<file path="src/rtl/alu_pkg.sv">
// ALU op-code definitions shared by the decoder, the ALU and the ALU arbiter.
package alu_pkg;

  localparam int unsigned ALU_OP_W    = 4;
  localparam int unsigned ALU_OP_LAST = 9;

  typedef enum logic [ALU_OP_W-1:0] {
    ALU_ADD  = 4'd0,
    ALU_SUB  = 4'd1,
    ALU_AND  = 4'd2,
    ALU_OR   = 4'd3,
    ALU_XOR  = 4'd4,
    ALU_SLL  = 4'd5,
    ALU_SRL  = 4'd6,
    ALU_SRA  = 4'd7,
    ALU_SLT  = 4'd8,
    ALU_SLTU = 4'd9
  } alu_op_t;

  // Codes above ALU_OP_LAST are reserved and must never reach the ALU.
  function automatic logic op_legal(input int unsigned op);
    return op <= ALU_OP_LAST;
  endfunction

endpackage

</file>
<file path="src/rtl/alu_rsp_slot.sv">
// One-entry response register: loads on grant, drains on valid/ready handshake.
module alu_rsp_slot #(
  parameter int unsigned Width = 32
) (
  input  logic             clk_i,
  input  logic             rst_i,
  input  logic             load_i,
  input  logic [Width-1:0] data_i,
  input  logic             err_i,
  input  logic             ready_i,
  output logic             valid_o,
  output logic [Width-1:0] data_o,
  output logic             err_o
);

  logic             valid_q, valid_d;
  logic [Width-1:0] data_q, data_d;
  logic             err_q, err_d;

  // A load in the same cycle as a drain wins, giving drain-and-refill.
  always_comb begin
    valid_d = valid_q;
    data_d  = data_q;
    err_d   = err_q;
    if (load_i) begin
      valid_d = 1'b1;
      data_d  = data_i;
      err_d   = err_i;
    end else if (valid_q && ready_i) begin
      valid_d = 1'b0;
    end
  end

  always_ff @(posedge clk_i) begin
    if (rst_i) begin
      valid_q <= 1'b0;
      data_q  <= '0;
      err_q   <= 1'b0;
    end else begin
      valid_q <= valid_d;
      data_q  <= data_d;
      err_q   <= err_d;
    end
  end

  assign valid_o = valid_q;
  assign data_o  = data_q;
  assign err_o   = err_q;

endmodule

</file>
<file path="src/rtl/alu_arbiter.sv">
// Round-robin arbiter sharing one single-cycle ALU between the execute path (0)
// and the address/branch-target path (1), with a one-entry response slot each.
module alu_arbiter
  import alu_pkg::*;
#(
  parameter int unsigned WIDTH = 32,
  parameter int unsigned OPW   = 4
) (
  input  logic             clk,
  input  logic             rst,

  input  logic             req0_valid,
  output logic             req0_ready,
  input  logic [WIDTH-1:0] req0_a,
  input  logic [WIDTH-1:0] req0_b,
  input  logic [OPW-1:0]   req0_op,
  output logic             rsp0_valid,
  input  logic             rsp0_ready,
  output logic [WIDTH-1:0] rsp0_data,
  output logic             rsp0_err,

  input  logic             req1_valid,
  output logic             req1_ready,
  input  logic [WIDTH-1:0] req1_a,
  input  logic [WIDTH-1:0] req1_b,
  input  logic [OPW-1:0]   req1_op,
  output logic             rsp1_valid,
  input  logic             rsp1_ready,
  output logic [WIDTH-1:0] rsp1_data,
  output logic             rsp1_err,

  output logic [WIDTH-1:0] alumux1_out,
  output logic [WIDTH-1:0] alumux2_out,
  output logic [OPW-1:0]   aluop,
  input  logic [WIDTH-1:0] aluout
);

  logic             elig0, elig1;
  logic             grant0, grant1;
  logic             legal0, legal1;
  logic             last_grant_q, last_grant_d;
  logic [WIDTH-1:0] slot0_data, slot1_data;

  assign legal0 = op_legal(32'(req0_op));
  assign legal1 = op_legal(32'(req1_op));

  // A full slot stays eligible when it is being drained this very cycle.
  always_comb begin
    elig0  = !rst && req0_valid && (!rsp0_valid || rsp0_ready);
    elig1  = !rst && req1_valid && (!rsp1_valid || rsp1_ready);
    // last_grant_q == 1 means requester 1 went last, so requester 0 wins a tie.
    grant0 = elig0 && (!elig1 || last_grant_q);
    grant1 = elig1 && (!elig0 || !last_grant_q);
  end

  assign req0_ready = grant0;
  assign req1_ready = grant1;

  // Idle and illegal-op cycles present ADD 0+0 so the ALU inputs stay quiet.
  always_comb begin
    alumux1_out = '0;
    alumux2_out = '0;
    aluop       = '0;
    if (grant0 && legal0) begin
      alumux1_out = req0_a;
      alumux2_out = req0_b;
      aluop       = req0_op;
    end else if (grant1 && legal1) begin
      alumux1_out = req1_a;
      alumux2_out = req1_b;
      aluop       = req1_op;
    end
  end

  assign slot0_data = legal0 ? aluout : '0;
  assign slot1_data = legal1 ? aluout : '0;

  always_comb begin
    last_grant_d = last_grant_q;
    if (grant0) begin
      last_grant_d = 1'b0;
    end else if (grant1) begin
      last_grant_d = 1'b1;
    end
  end

  always_ff @(posedge clk) begin
    if (rst) begin
      last_grant_q <= 1'b1;
    end else begin
      last_grant_q <= last_grant_d;
    end
  end

  alu_rsp_slot #(
    .Width (WIDTH)
  ) u_slot0 (
    .clk_i   (clk),
    .rst_i   (rst),
    .load_i  (grant0),
    .data_i  (slot0_data),
    .err_i   (!legal0),
    .ready_i (rsp0_ready),
    .valid_o (rsp0_valid),
    .data_o  (rsp0_data),
    .err_o   (rsp0_err)
  );

  alu_rsp_slot #(
    .Width (WIDTH)
  ) u_slot1 (
    .clk_i   (clk),
    .rst_i   (rst),
    .load_i  (grant1),
    .data_i  (slot1_data),
    .err_i   (!legal1),
    .ready_i (rsp1_ready),
    .valid_o (rsp1_valid),
    .data_o  (rsp1_data),
    .err_o   (rsp1_err)
  );

endmodule

</file>
<file path="config.mk">
export PLATFORM = sky130hd
export DESIGN_NAME = alu_arbiter
export DESIGN_NICKNAME = d
export VERILOG_FILES = /design/src/rtl/alu_pkg.sv /design/src/rtl/alu_rsp_slot.sv /design/src/rtl/alu_arbiter.sv
export SDC_FILE = /design/constraint.sdc
export NUM_CORES = 1
export LEC_CHECK = 0
export ABC_CLOCK_PERIOD_IN_PS = 1530
export BUFFER_PORTS_ARGS = -buffer_cell sky130_fd_sc_hd__buf_2
export CORE_AREA = 8 8 116 118
export DETAILED_ROUTE_END_ITERATION = 8
export DIE_AREA = 0 0 124 126
export PLACE_DENSITY = 0.66
export SYNTH_ARGS = -nofsm -noshare
export SYNTH_HDL_FRONTEND = slang
export SYNTH_SLANG_ARGS = --single-unit
</file>
<file path="constraint.sdc">
create_clock -name clk -period 1.53 [get_ports clk]
set_input_delay 0.153 -clock clk [delete_from_list [all_inputs] [get_ports clk]]
set_output_delay 0.153 -clock clk [all_outputs]
set_load 0.1 [all_outputs]
</file>
==> flow_summary.ini <==
[pwr]
p_total_mw = 6.970
p_leak_nw = 3.497
power_density_mw_per_mm2 = 964.3
vdd_drop_max_uv = 881.9

[logic_synthesis]
yosys-top-cells-area = dfxtp_1 (44%), a22o_1 (27%), nand4_1 (6.3%), a21oi_1 (5.7%), o21ai_0 (5.1%)
syn_inst = 338
avgSynthCellArea_um2 = 9.347
synth_nets = 512
yosysWarnings = 0
ys.flop_type = dfxtp_1
synth_area_mm2 = 0.003159
synth_top_area_share = 0.4372
synth_edf_count = 0
ys_ff_latch = 69
synth_seq_area_share = 0.4372
synth_cell_types = 28
synthArstFlopShare = 0
yosys.area.top_type = dfxtp_1

[grt]
grt_pass1_wl_um = 26100
grt_max_degree = 35
grt_overflow = 0
grt_usage = 0.2156
grt_antenna_before_repair = 3
grt_pass1_vias = 4590

[placed_design]
place.gp.congestion = 0.8802
portBuffers = 311
dp_hpwl_um = 14420

[timing]
fin_crit_sh = 1.327
max-slew-margin-rel = 0.6439
slew_viol_final = 0
hold_viol = 0
setup-violations-final = 102
final.setup.worst_slack_ns = -0.5010
rsz0062_at_grt = true
fmax_ghz = 0.4924
skew_ns = 0.006479
period_needed_ns = 2.031
tightest_slew_ns = 0.5378

[die]
top_level_ports = 312
num_rows = 40
die_area_mm2 = 0.01562
die_h_um = 126
die_w_um = 124
start_util = 0.2698
core_area_mm2 = 0.01171

[job]
cap_viol_max_count = 0

[critical_path]
crit_type = reg2out
cp-end-kind = output port
crit_top_cell = buf_12
critical_path_buf_inv_count = 3
cp_num_cells = 7
critical-path-top-delay-family = buffers and inverters
reg2regPathDepth = 8
critPathSlowestCell = dfxtp_4
cp.arrival_ns = 1.88
critPathMaxStageDelay_ns = 0.35
critPathLaunchType = flop
crit_fanout = 18
rrSetupSlack_ns = -0.09
crit_chain = nand2b_4 -> a21o_1 -> nor3_4 -> buf_12 -> buf_12 -> a22o_4 -> buf_12
crit_required_ns = 1.38

[cts]
htreeDepth = 3
clock_sinks = 69
clockRootBuffer = clkbuf_16
path_clk_slew_ns = 0.06
cts_buffers = 9
worstSkewPairLatency_ns = 0.32
clk_path_buf_depth = 2
cts_tree = done

[routing]
avgRoutedWirePerCell_um = 22.13
drc = 0
ant_nets = 0
vias = 4203
wl_um = 17970
firstDrtPassIters = 4
vias_per_cell = 5.176
drt_iter0_markers = 245

[final_layout]
areaGrowthSynthToFinish_pct = 128.8
nets = 832
fillers = 950
seq_area_mm2 = 0.001390
postLayoutCoreUtil = 0.6172
drive_above_1_share = 0.6817
multi_input_area_mm2 = 0.002232

[outcome]
outcome = finished with violations
failed_checks = negative setup slack

[hold_path]
worstHoldPathType = in2reg
min_path_cells = 2
==> final cells by class <==
class | count | area share
Sequential cell | 69 | 0.1923
Timing Repair Buffer | 351 | 0.4317
Multi-Input combinational cell | 225 | 0.3088
Antenna cell | 2 | 0.0006924
Clock inverter | 7 | 0.007790
Clock buffer | 9 | 0.03116
Tap cell | 147 | 0.02545
Inverter | 2 | 0.002077
==> what timing repair did <==
action | in CTS | in global routing
pin swaps | 3 | 6
setup buffers | 2 | 5
resized for setup | 13 | 16
endpoints found under the setup margin | 95 | 107
hold buffers | 0 | 0
gates cloned | 2 | 1
==> worst paths after layout <==
path                              to               from
setup reg to reg  u_slot0.data_o[13]    u_slot1.valid_o
hold / removal    u_slot0.data_o[19]         aluout[19]
setup / recovery      alumux1_out[9]    u_slot1.valid_o
hold reg to reg    u_slot0.data_o[8]  u_slot0.data_o[8]
==> per-stage QoR <==
stage                     setup slack [ns]  hold slack (ns)  area (um2)  instances  setup TNS (ns)
final                              -0.5010          0.06422        7228        812          -33.90
after global routing               -0.6002          0.05314        7228        812          -42.87
after CTS                          -0.5029          0.05279        7111        805          -33.58
after detailed placement           -0.1543           0.3915        6705        785          -11.64
after global placement             -0.1449           0.3869        6705        785          -10.15
after floorplan                    -0.4086           0.2765        3815        338          -25.29
==> synthesized netlist by cell type, types with 4 or more instances <==
cell type and count:
nor3_1 4, nand2_1 5, nand4_1 32, buf_2 16, a22o_1 99, dfxtp_1 69
o21ai_0 32, clkbuf_1 21, a21oi_1 36
==> kinds of logic (layout without fill, tap and decap cells) <==
group	after synthesis	count (layout)	share of synthesized area
AOI/OAI and AO/OA	173	173	0.3952
buffers and inverters	44	369	0.06337
other	0	2	0
and+or+nand+nor	52	52	0.1042
DFF	69	69	0.4372
==> report_power, final <==
part / switching (mW) / internal, mW / total (mW) / leakage [nW]
sequential: 0.0476 / 1.89 / 1.93 / 0.564
clock: 0.838 / 1.12 / 1.96 / 0.139
combinational: 2.06 / 1.02 / 3.08 / 2.79
total: 2.94 / 4.03 / 6.97 / 3.50
==> flip-flops by register name, summed over array words and instances (netlist names) <==
name,flops
u_slot0.data_o,32
u_slot1.data_o,32
last_grant_q,1
u_slot0.err_o,1
u_slot0.valid_o,1
u_slot1.err_o,1
u_slot1.valid_o,1
==> cell usage in the layout, fill, tap and decap left out, types with 10 or more instances in the layout <==
cell type  instances
a21oi_1           34
a22o_1            32
a22o_4            67
buf_12            78
buf_2            241
buf_4             22
clkbuf_16         10
dfxtp_1           66
nand4_1           32
o21ai_0           31
==> metal layers <==
metal	global-route usage	share of wire	vias up	routed length (um)
met5	0	0.00056	-	10
met4	0.07633	0.021	2	374
met3	0.07105	0.084	22	1517
met2	0.3814	0.53	194	9467
met1	0.2317	0.37	2006	6600
li1	-	-	1979	-
==> worst reg2reg max path, stage by stage (launching register included) <==
cell and delay (ns):
dfxtp_4 0.35, nand2b_4 0.06, buf_4 0.13, buf_4 0.13, a21oi_1 0.19, buf_4 0.17
a31oi_4 0.09, buf_12 0.18, a22o_1 0.20
Note: power is estimated with default switching activity, not from simulation.
